--- src/rtl/cs_loader.sv ---
// cs_loader: copies microcode ROM into control-store RAM at 2 cycles/word, no backpressure.
// Optional readback verify pass (another 2 cycles/word) is built when CS_LOADER_VERIFY_EN is defined.
module cs_loader #(
  parameter int ADDR_WIDTH = 8,
  parameter int DATA_WIDTH = 64
) (
  input  logic                  clk,
  input  logic                  reset,
  input  logic                  start,
  output logic [ADDR_WIDTH-1:0] cs_addr,
  input  logic [DATA_WIDTH-1:0] rom_data,
  output logic [DATA_WIDTH-1:0] cs_data_in,
  output logic                  cs_ram__w,
  input  logic [DATA_WIDTH-1:0] ram_data,
  output logic                  busy,
  output logic                  cs_ready,
  output logic                  load_error,
  output logic [ADDR_WIDTH-1:0] err_addr
);

  typedef enum logic [2:0] {
    S_IDLE,
    S_READ,
    S_WRITE,
    S_DONE
`ifdef CS_LOADER_VERIFY_EN
    , S_VREAD,
    S_VCMP,
    S_ERROR
`endif
  } state_t;

  state_t                r_state;
  state_t                w_state_nxt;
  logic [ADDR_WIDTH-1:0] r_addr;
  logic [ADDR_WIDTH-1:0] w_addr_nxt;
  logic [DATA_WIDTH-1:0] r_data;
  logic [DATA_WIDTH-1:0] w_data_nxt;
  logic                  r_we_n;
  logic                  w_we_n_nxt;
  logic                  r_ready;
  logic                  w_addr_top;

`ifdef CS_LOADER_VERIFY_EN
  logic [DATA_WIDTH-1:0] r_rom_q;
  logic [DATA_WIDTH-1:0] r_ram_q;
  logic [DATA_WIDTH-1:0] w_rom_q_nxt;
  logic [DATA_WIDTH-1:0] w_ram_q_nxt;
  logic [ADDR_WIDTH-1:0] r_err_addr;
  logic [ADDR_WIDTH-1:0] w_err_addr_nxt;
  logic                  r_err;
`else
  logic                  w_unused_ram;
  assign w_unused_ram = ^ram_data;
`endif

  assign w_addr_top = &r_addr;

  always_ff @(posedge clk or posedge reset) begin
    if (reset) r_state <= S_IDLE;
    else       r_state <= w_state_nxt;
  end

  always_comb begin
    w_state_nxt = r_state;
    w_addr_nxt  = r_addr;
    w_data_nxt  = r_data;
    w_we_n_nxt  = 1'b1;
`ifdef CS_LOADER_VERIFY_EN
    w_rom_q_nxt    = r_rom_q;
    w_ram_q_nxt    = r_ram_q;
    w_err_addr_nxt = r_err_addr;
`endif
    case (r_state)
      S_IDLE: begin
        if (start) begin
          w_state_nxt = S_READ;
          w_addr_nxt  = '0;
        end
      end
      S_READ: begin
        w_data_nxt  = rom_data;
        w_we_n_nxt  = 1'b0;
        w_state_nxt = S_WRITE;
      end
      S_WRITE: begin
        if (w_addr_top) begin
`ifdef CS_LOADER_VERIFY_EN
          w_addr_nxt  = '0;
          w_state_nxt = S_VREAD;
`else
          w_state_nxt = S_DONE;
`endif
        end else begin
          w_addr_nxt  = r_addr + 1'b1;
          w_state_nxt = S_READ;
        end
      end
`ifdef CS_LOADER_VERIFY_EN
      S_VREAD: begin
        w_rom_q_nxt = rom_data;
        w_ram_q_nxt = ram_data;
        w_state_nxt = S_VCMP;
      end
      S_VCMP: begin
        // The address is left on the failing word so the fault can be inspected in place.
        if (r_rom_q != r_ram_q) begin
          w_err_addr_nxt = r_addr;
          w_state_nxt    = S_ERROR;
        end else if (w_addr_top) begin
          w_state_nxt = S_DONE;
        end else begin
          w_addr_nxt  = r_addr + 1'b1;
          w_state_nxt = S_VREAD;
        end
      end
      S_ERROR: w_state_nxt = S_ERROR;
`endif
      S_DONE:  w_state_nxt = S_DONE;
      default: w_state_nxt = S_IDLE;
    endcase
  end

  always_ff @(posedge clk or posedge reset) begin
    if (reset) begin
      r_addr  <= '0;
      r_data  <= '0;
      r_we_n  <= 1'b1;
      r_ready <= 1'b0;
    end else begin
      r_addr  <= w_addr_nxt;
      r_data  <= w_data_nxt;
      r_we_n  <= w_we_n_nxt;
      r_ready <= (w_state_nxt == S_DONE);
    end
  end

`ifdef CS_LOADER_VERIFY_EN
  always_ff @(posedge clk or posedge reset) begin
    if (reset) begin
      r_rom_q    <= '0;
      r_ram_q    <= '0;
      r_err_addr <= '0;
      r_err      <= 1'b0;
    end else begin
      r_rom_q    <= w_rom_q_nxt;
      r_ram_q    <= w_ram_q_nxt;
      r_err_addr <= w_err_addr_nxt;
      r_err      <= (w_state_nxt == S_ERROR);
    end
  end

  assign load_error = r_err;
  assign err_addr   = r_err_addr;
  assign busy       = (r_state != S_IDLE) && (r_state != S_DONE) && (r_state != S_ERROR);
`else
  assign load_error = 1'b0;
  assign err_addr   = '0;
  assign busy       = (r_state != S_IDLE) && (r_state != S_DONE);
`endif

  assign cs_addr    = r_addr;
  assign cs_data_in = r_data;
  assign cs_ram__w  = r_we_n;
  assign cs_ready   = r_ready;

endmodule

--- config.mk ---
export PLATFORM = sky130hd
export DESIGN_NAME = cs_loader
export DESIGN_NICKNAME = d
export VERILOG_FILES = /design/src/rtl/cs_loader.sv
export SDC_FILE = /design/constraint.sdc
export NUM_CORES = 1
export LEC_CHECK = 0
export ABC_AREA = 1
export BUFFER_PORTS_ARGS = -buffer_cell sky130_fd_sc_hd__buf_2
export CAP_MARGIN = 20
export CORE_MARGIN = 5
export CORE_UTILIZATION = 38
export DETAILED_ROUTE_END_ITERATION = 12
export GPL_TIMING_DRIVEN = 0
export HOLD_SLACK_MARGIN = 0.15
export PLACE_DENSITY = 0.83
export SETUP_SLACK_MARGIN = 0.5
export SYNTH_ARGS = -nofsm -noshare
export SYNTH_HDL_FRONTEND = slang
export SYNTH_SLANG_ARGS = --single-unit
export TNS_END_PERCENT = 50
--- constraint.sdc ---
create_clock -name clk -period 2.15 [get_ports clk]
set_input_delay 0.3225 -clock clk [delete_from_list [all_inputs] [get_ports clk]]
set_output_delay 0.3225 -clock clk [all_outputs]
set_load 0.01 [all_outputs]
== Yosys cells after proc, flatten, opt, wreduce, memory -nomap -nowiden ==
Index checks and enable logic that the tools add are counted.

* Output and inout bits: 84
* Bits in registers: 77
* Input port bits: 131
* Word-level logic and storage cells: 26

* Add/subtract/negate cells: 1
* Muxes and demuxes: 7
* Equality and inequality tests: 7
* Reduce and logical (&&, ||, !) cells: 6

{| class="wikitable"
|+ Operators by type and width
! cell !! count
|-
| $mux 8 || 2
|-
| $pmux 8 s2 || 1
|-
| $pmux 3 s4 || 1
|-
| $eq 3x2->1 const B || 3
|-
| $add 8x1->8 const B || 1
|-
| $reduce_and 8->1 || 1
|-
| $ne 2x2->1 const B || 2
|-
| $eq 3x1->1 const B || 1
|-
| $logic_not 3->1 || 1
|-
| $mux 3 || 1
|-
| $ne 3x2->1 const B || 1
|-
| $reduce_and 3->1 || 1
|-
| $reduce_bool 3->1 || 1
|-
| $mux 2 || 1
|-
| $reduce_bool 2->1 || 1
|-
| $logic_and 1x1->1 || 1
|-
| $mux 1 || 1
|}

== Logic depth before layout (Yosys ltp) ==
Gate-level depths: netlist (run 1).

* Word-level depth: 4
* Depth in mapped cells: 8
* Mapped depth without buffers: 7

== Least setup slack after synthesis (run 1) ==
Ideal clock, no wire load.

* Path kind: register to register
* From: register r_addr[0], in the netlist cs_addr[0]
* To: register r_addr[7], in the netlist cs_addr[7]
* Path slack: 0.766 ns
* Data required time: 2.023 ns
* Buffers on the path: 1
* Arrival time: 1.257 ns
* Stages on the path, launching flop included: 9
* Cell sequence: dfrtp_1 > ha_1 > nand2_1 > nor2_2 > nand3_1 > nand3_2 > buf_6 > nand2_1 > o21ai_0

* Word-level cells in the longest chain between the ends: 3
* Elaborated cells on any way between the ends: 6

{| class="wikitable"
|+ RTL lines
! what !! RTL line !! source
|-
| start: declaration || 35 || <nowiki>logic [ADDR_WIDTH-1:0] r_addr;</nowiki>
|-
| start signal: assignment || 131 || <nowiki>r_addr <= w_addr_nxt;</nowiki>
|-
| $add 8x1->8 / $reduce_and 8->1 (equally long branches) || 95, 57 ||
|-
| $mux 8 / $ne 2x2->1 (equally long branches) || -- ||
|-
| $pmux 8 s2 / $reduce_and 3->1 (equally long branches) || -- ||
|}

Several ways; a longest one is shown, not always the timed one. The select of a mux whose other input is x is not followed.
A chain may end at the register's enable or synchronous reset.

== Worst setup path after layout (run 1) ==
* From: register r_addr[0], in the netlist cs_addr[0]
* To: register r_addr[5], in the netlist cs_addr[5]

The elaborated chain is that of the path after synthesis.

==> results of run 1 <==
sequential cells by signal, indices dropped and copies added, names as in the netlist:
signal	cells
r_state	3
cs_addr	8
cs_ready	1
cs_data_in	64
cs_ram__w	1
Yosys cell counts:
master,n
dfrtp_1,76
mux2_4,49
nand2_1,25
mux2_2,15
buf_4,9
nor2_1,9
nand3_1,8
inv_1,7
o21ai_0,7
buf_8,5
a21oi_1,3
buf_6,2
nand3_2,2
a21boi_0,1
buf_2,1
conb_1,1
dfstp_2,1
ha_1,1
inv_2,1
nor2_2,1
o21a_1,1
o21ai_2,1
o21bai_1,1
or2_2,1
power by group:
group	total [W]	internal (W)	leakage (nW)	switching, W
Clock	0.00105	0.000530	0.0950	0.000518
Combinational	0.00114	0.000657	1.37	0.000480
Sequential	0.00193	0.00176	0.920	0.000164
Total	0.00411	0.00295	2.38	0.00116
stage by stage:
step                      cells  instance area [um2]
after global routing        506                 4450
after CTS                   503                 4430
after global placement      486                 4210
after floorplan             237                 3370
after detailed placement    487                 4230
final                       506                 4450
final timing paths:
kind	start	endpoint	slack (ps)	cells after the start
setup reg to reg	cs_addr[0]	cs_addr[5]	640	8
setup / recovery	cs_addr[0]	cs_addr[5]	640	8
hold reg to reg	r_state[2]	r_state[1]	490	1
hold / removal	rom_data[26]	cs_data_in[26]	210	2
min in group asynchronous	reset	cs_data_in[39]	660	3
max in group asynchronous	reset	cs_ram__w	770	4
critical path, stage by stage, from the launching register on:
cell	delay [ps]
dfrtp_1	430
ha_1	240
nand2_2	100
nor2_2	50
nand3_1	130
nand3_2	130
buf_6	170
nand2_1	50
o21ai_0	80
cell type report:
| class | instances | area (um2) | area share [%] |
|---|---|---|---|
| tap | 108 | 135 | 3.03 |
| buffer | 17 | 170 | 3.82 |
| clock buffer | 9 | 124 | 2.78 |
| clock inverter | 6 | 65.1 | 1.46 |
| multi-input combinational | 135 | 1240 | 27.8 |
| inverter | 8 | 33.8 | 0.759 |
| timing repair buffer | 146 | 758 | 17.0 |
| sequential | 77 | 1930 | 43.3 |
timing repair:
item | in CTS | in global routing
setup buffers | 0 | 3
resized for setup | 0 | 1
hold buffers | 1 | 0
hold endpoints to repair | 32 | 0
setup endpoints to repair | 0 | 8
cells by family (layout without fill, tap and decap cells):
group	Yosys count	after routing	share of synthesized area, %
flops	77	77	57.9
fa+ha+maj	1	1	0.376
mux	64	64	27.2
simple gates	46	46	6.01
buf+inv	25	186	6.01
other cells	1	10	0.113
compound gates	14	14	2.44
cells in the final DEF (no fill, tap or decap), types with 3 or more instances in the layout:
cell / Yosys / final
mux2_4: 49 / 49
mux2_2: 15 / 15
dfrtp_1: 76 / 76
o21ai_0: 7 / 7
nand3_1: 8 / 8
buf_2: 1 / 142
a21oi_1: 3 / 3
nand2_1: 25 / 24
nor2_1: 9 / 9
clkbuf_8: 0 / 9
buf_4: 9 / 12
inv_1: 7 / 6
conb_1: 1 / 10
buf_8: 5 / 5
routing by layer:
| metal | track usage (%) | vias up | part of all wire [%] |
|---|---|---|---|
| met4 | 5.06 | 0 | 1.6 |
| met5 | 0 | - | 0 |
| li1 | - | 1081 | - |
| met3 | 4.04 | 13 | 6.2 |
| met2 | 23.9 | 93 | 51 |
| met1 | 17.3 | 1118 | 41 |
==> results.json, run 1 <==
{
  "grt_start_max_net_pins": 46,
  "dp_hpwl_mm": 5.73,
  "drive_gt1_share_pct": 62.8,
  "netlist-cell-type-count": 24,
  "clk_pin_slew_ps": 90,
  "avgSynthCellArea_um2": 14.6,
  "clock_sinks": 77,
  "synth.top_cell.area_share_pct": 57.1,
  "syn_area_mm2": 0.00333,
  "cp-start-kind": "register",
  "crit_fanout": 10,
  "clockBufferDepth": 2,
  "finalPower_w": 0.00411,
  "slew_headroom_pct": 50.7,
  "cp_data_arrival_time_ps": 1720,
  "crit_type": "register to register",
  "cts_max_level": 3,
  "worst_pin_slew_ps": 738,
  "gr-usage-all-layers_pct": 14.2,
  "nets": 526,
  "port-buffer-count": 141,
  "post_synth_inst_count": 228,
  "synth-seq-cells": 77,
  "initial_utilization_pct": 38.6,
  "die_w_um": 104,
  "floorplan.die_area_mm2": 0.0107,
  "fin_ws_ps": 641,
  "synth-seq-area-share_pct": 57.9,
  "fin_util_pct": 51.6,
  "slew_violations": 0,
  "status": "completed",
  "maxCapViolCount": 0,
  "core_mm2": 0.00864,
  "cts-buffers-inserted": 9,
  "drc": 0,
  "max_clock_freq_ghz": 0.663,
  "wl_per_cell_um": 14.8,
  "p_per_area_mw_per_mm2": 923,
  "hold-worst-slack_ps": 211,
  "worstPathRequired_ps": 2360,
  "hp-class": "primary input to register",
  "clock_latency_ps": 340,
  "yosysTopAreaCell": "dfrtp_1",
  "grt_pass1_vias": 2550,
  "setup_viol": 0,
  "yosys_warnings": 0,
  "viasPerCell": 4.56,
  "grt_pass1_wl_mm": 12.8,
  "rows": 34,
  "io_pins": 215,
  "antenna_found_initial": 0,
  "drt_pass1_iterations": 4,
  "dp_slack_ps": 616,
  "die_y_um": 104,
  "final_hold_viol_count": 0,
  "cts_tree": "yes",
  "clock_skew_ps": 13.1,
  "critical_path.endpoint_type": "register",
  "num_antenna_cells": 0,
  "grt-ovfl-total": 0,
  "ys_top_cells_by_area": "dfrtp_1 (57%), mux2_4 (22%), mux2_2 (5.1%)",
  "clock-root-buffer": "clkbuf_8",
  "vdd_drop_max_mv": 0.341,
  "setup_tns_ps": 0,
  "drt_iter0_markers": 54,
  "detail-route-antenna-nets": 0,
  "via_count": 2305,
  "gp_congestion": 0.827,
  "rsz0062_at_grt": "true",
  "area_delta_synth_final_pct": 33.7,
  "post-route-period-util_pct": 70.2,
  "fillers": 792,
  "wl_mm": 7.51,
  "fin_crit_ps": 1510,
  "leakage_nw": 2.38
}
Note: power is estimated with default switching activity, not from simulation.
==> run 2, diff against run 1 <==
==> constraint.sdc (replaced) <==
create_clock -name clk -period 1.3 [get_ports clk]
set_input_delay 0.195 -clock clk [delete_from_list [all_inputs] [get_ports clk]]
set_output_delay 0.195 -clock clk [all_outputs]
set_load 0.01 [all_outputs]
==> run 2 against run 1 <==
Compared with the run above:
- the flow now finishes with violations (hold timing, setup timing)
- largest power group unchanged
- non-clock buffer count is 16 higher
- critical path type unchanged
- power is 75% higher
- global-route usage hardly changed
- clock skew is 0.51 ps lower
- critical path depth is 3 lower
==> results.json, run 2 (synthesized netlist as in run 1, its figures left out) <==
{
  "status": "complete, but fails checks",
  "violations": "hold timing, setup timing",
  "antenna_found_initial": 0,
  "vdd_drop_max_mv": 0.596,
  "cts_max_level": 3,
  "layout_commonest_cell": "buf_2",
  "io_pins": 215,
  "hold-worst-slack_ps": -21.1,
  "worst-r2r-setup-slack_ps": -40,
  "viasPerCell": 4.55,
  "stdcell_count": 522,
  "critical_path.endpoint_type": "register",
  "port-buffer-count": 141,
  "num_antenna_cells": 0,
  "wl_mm": 7.75,
  "dpl-instance-area_mm2": 0.00424,
  "cts_tree": "yes",
  "post-route-period-util_pct": 103,
  "wl_per_cell_um": 14.9,
  "fin_crit_ps": 1340,
  "grt-ovfl-total": 0,
  "grt_start_max_net_pins": 43,
  "final_cell_mix": "buf_2 (122), dfrtp_1 (70), mux2_4 (49), buf_6 (24), buf_4 (23)",
  "cp-start-kind": "register",
  "via_count": 2375,
  "max_clock_freq_ghz": 0.746,
  "area_delta_synth_final_pct": 47.4,
  "gp_congestion": 0.835,
  "gr-usage-all-layers_pct": 14.2,
  "rsz0062_at_grt": "true",
  "drt_pass1_iterations": 4,
  "reg2reg_to": "cs_data_in[44]",
  "cts-buffers-inserted": 9,
  "dp_slack_ps": -116,
  "p_per_area_mw_per_mm2": 1460,
  "clock_sinks": 77,
  "worstPathRequired_ps": 1520,
  "maxCapViolCount": 0,
  "fin_area_mm2": 0.00491,
  "nets": 542,
  "initial_utilization_pct": 38.6,
  "finalPower_w": 0.00719,
  "dp_cells": 487,
  "crit_type": "register to register",
  "cp_data_arrival_time_ps": 1560,
  "grt_pass1_vias": 2543,
  "clock_skew_ps": 12.6,
  "leakage_nw": 2.55,
  "rows": 34,
  "detail-route-antenna-nets": 0,
  "reg2reg_depth": 5,
  "hp-class": "primary input to asynchronous set/reset pin",
  "dp_hpwl_mm": 5.53,
  "die_w_um": 104,
  "crit_fanout": 9,
  "floorplan.die_area_mm2": 0.0107,
  "core_mm2": 0.00864,
  "clockBufferDepth": 2,
  "drt_iter0_markers": 71,
  "worst_r2r_startpoint": "r_state[2]",
  "die_y_um": 104,
  "fin_ws_ps": -40.2,
  "final_hold_viol_count": 28,
  "slew_violations": 0,
  "drc": 0,
  "worst_pin_slew_ps": 827,
  "largest_reg_flops": 64,
  "grt_pass1_wl_mm": 12.5,
  "setup_tns_ps": -903,
  "clock-root-buffer": "clkbuf_8",
  "clock_latency_ps": 340,
  "clk_pin_slew_ps": 90,
  "setup_viol": 47,
  "slew_headroom_pct": 44.8,
  "drive_gt1_share_pct": 70.5
}
[run 2: worst max path at each step]
stage	slack [ps]	start	endpoint	cells past startpoint
after CTS	-50	r_state[1]	busy	4
after floorplan	1	cs_addr[1]	cs_addr[7]	8
after global routing	-100	r_state[0]	busy	3
final	-40	r_state[2]	cs_data_in[44]	5
after global placement	-260	reset	cs_data_in[11]	2
after detailed placement	-120	r_state[1]	cs_data_in[25]	5
[run 2: cell type report]
cell class | count | area [um2]
inverters | 8 | 33.8
well taps | 108 | 135
flip-flops and latches | 77 | 1940
fillers | 697 | 3730
multi-input cells | 135 | 1330
clock inverters | 6 | 88.8
plain buffers | 17 | 206
clock buffers | 9 | 124
repair buffers | 162 | 1050
[run 2: through the flow]
step | utilization (%) | hold WS [ps]
after floorplan | - | 344
after global placement | 48.9 | 425
after detailed placement | 49.1 | 393
after CTS | 54.1 | -0.957
after global routing | 56.8 | 14.7
final | 56.8 | -21.1
[run 2: critical path: stages, from the launching register on]
cell	delay (ps)
dfrtp_1	420
inv_2	100
nand3_4	90
buf_12	170
clkbuf_16	160
mux2_4	290
[run 2: timing repair]
action | CTS | global route
gates resized for setup | 38 | 32
buffers inserted | 7 | 10
pin swaps | 6 | 6
cloned | 2 | 1
setup endpoints to repair | 151 | 174
hold endpoints to repair | 99 | 99
[run 2: metal layers]
metal	global-route usage, %	share of wire (%)
met5	0	0
met4	4.69	1.5
met3	5.35	7.6
met2	23.6	51
met1	17.0	40
[run 2: power breakdown]
group,internal [W],switching (W)
clock network,0.00107,0.000874
registers,0.00291,0.000282
logic,0.00124,0.000813
total,0.00522,0.00197
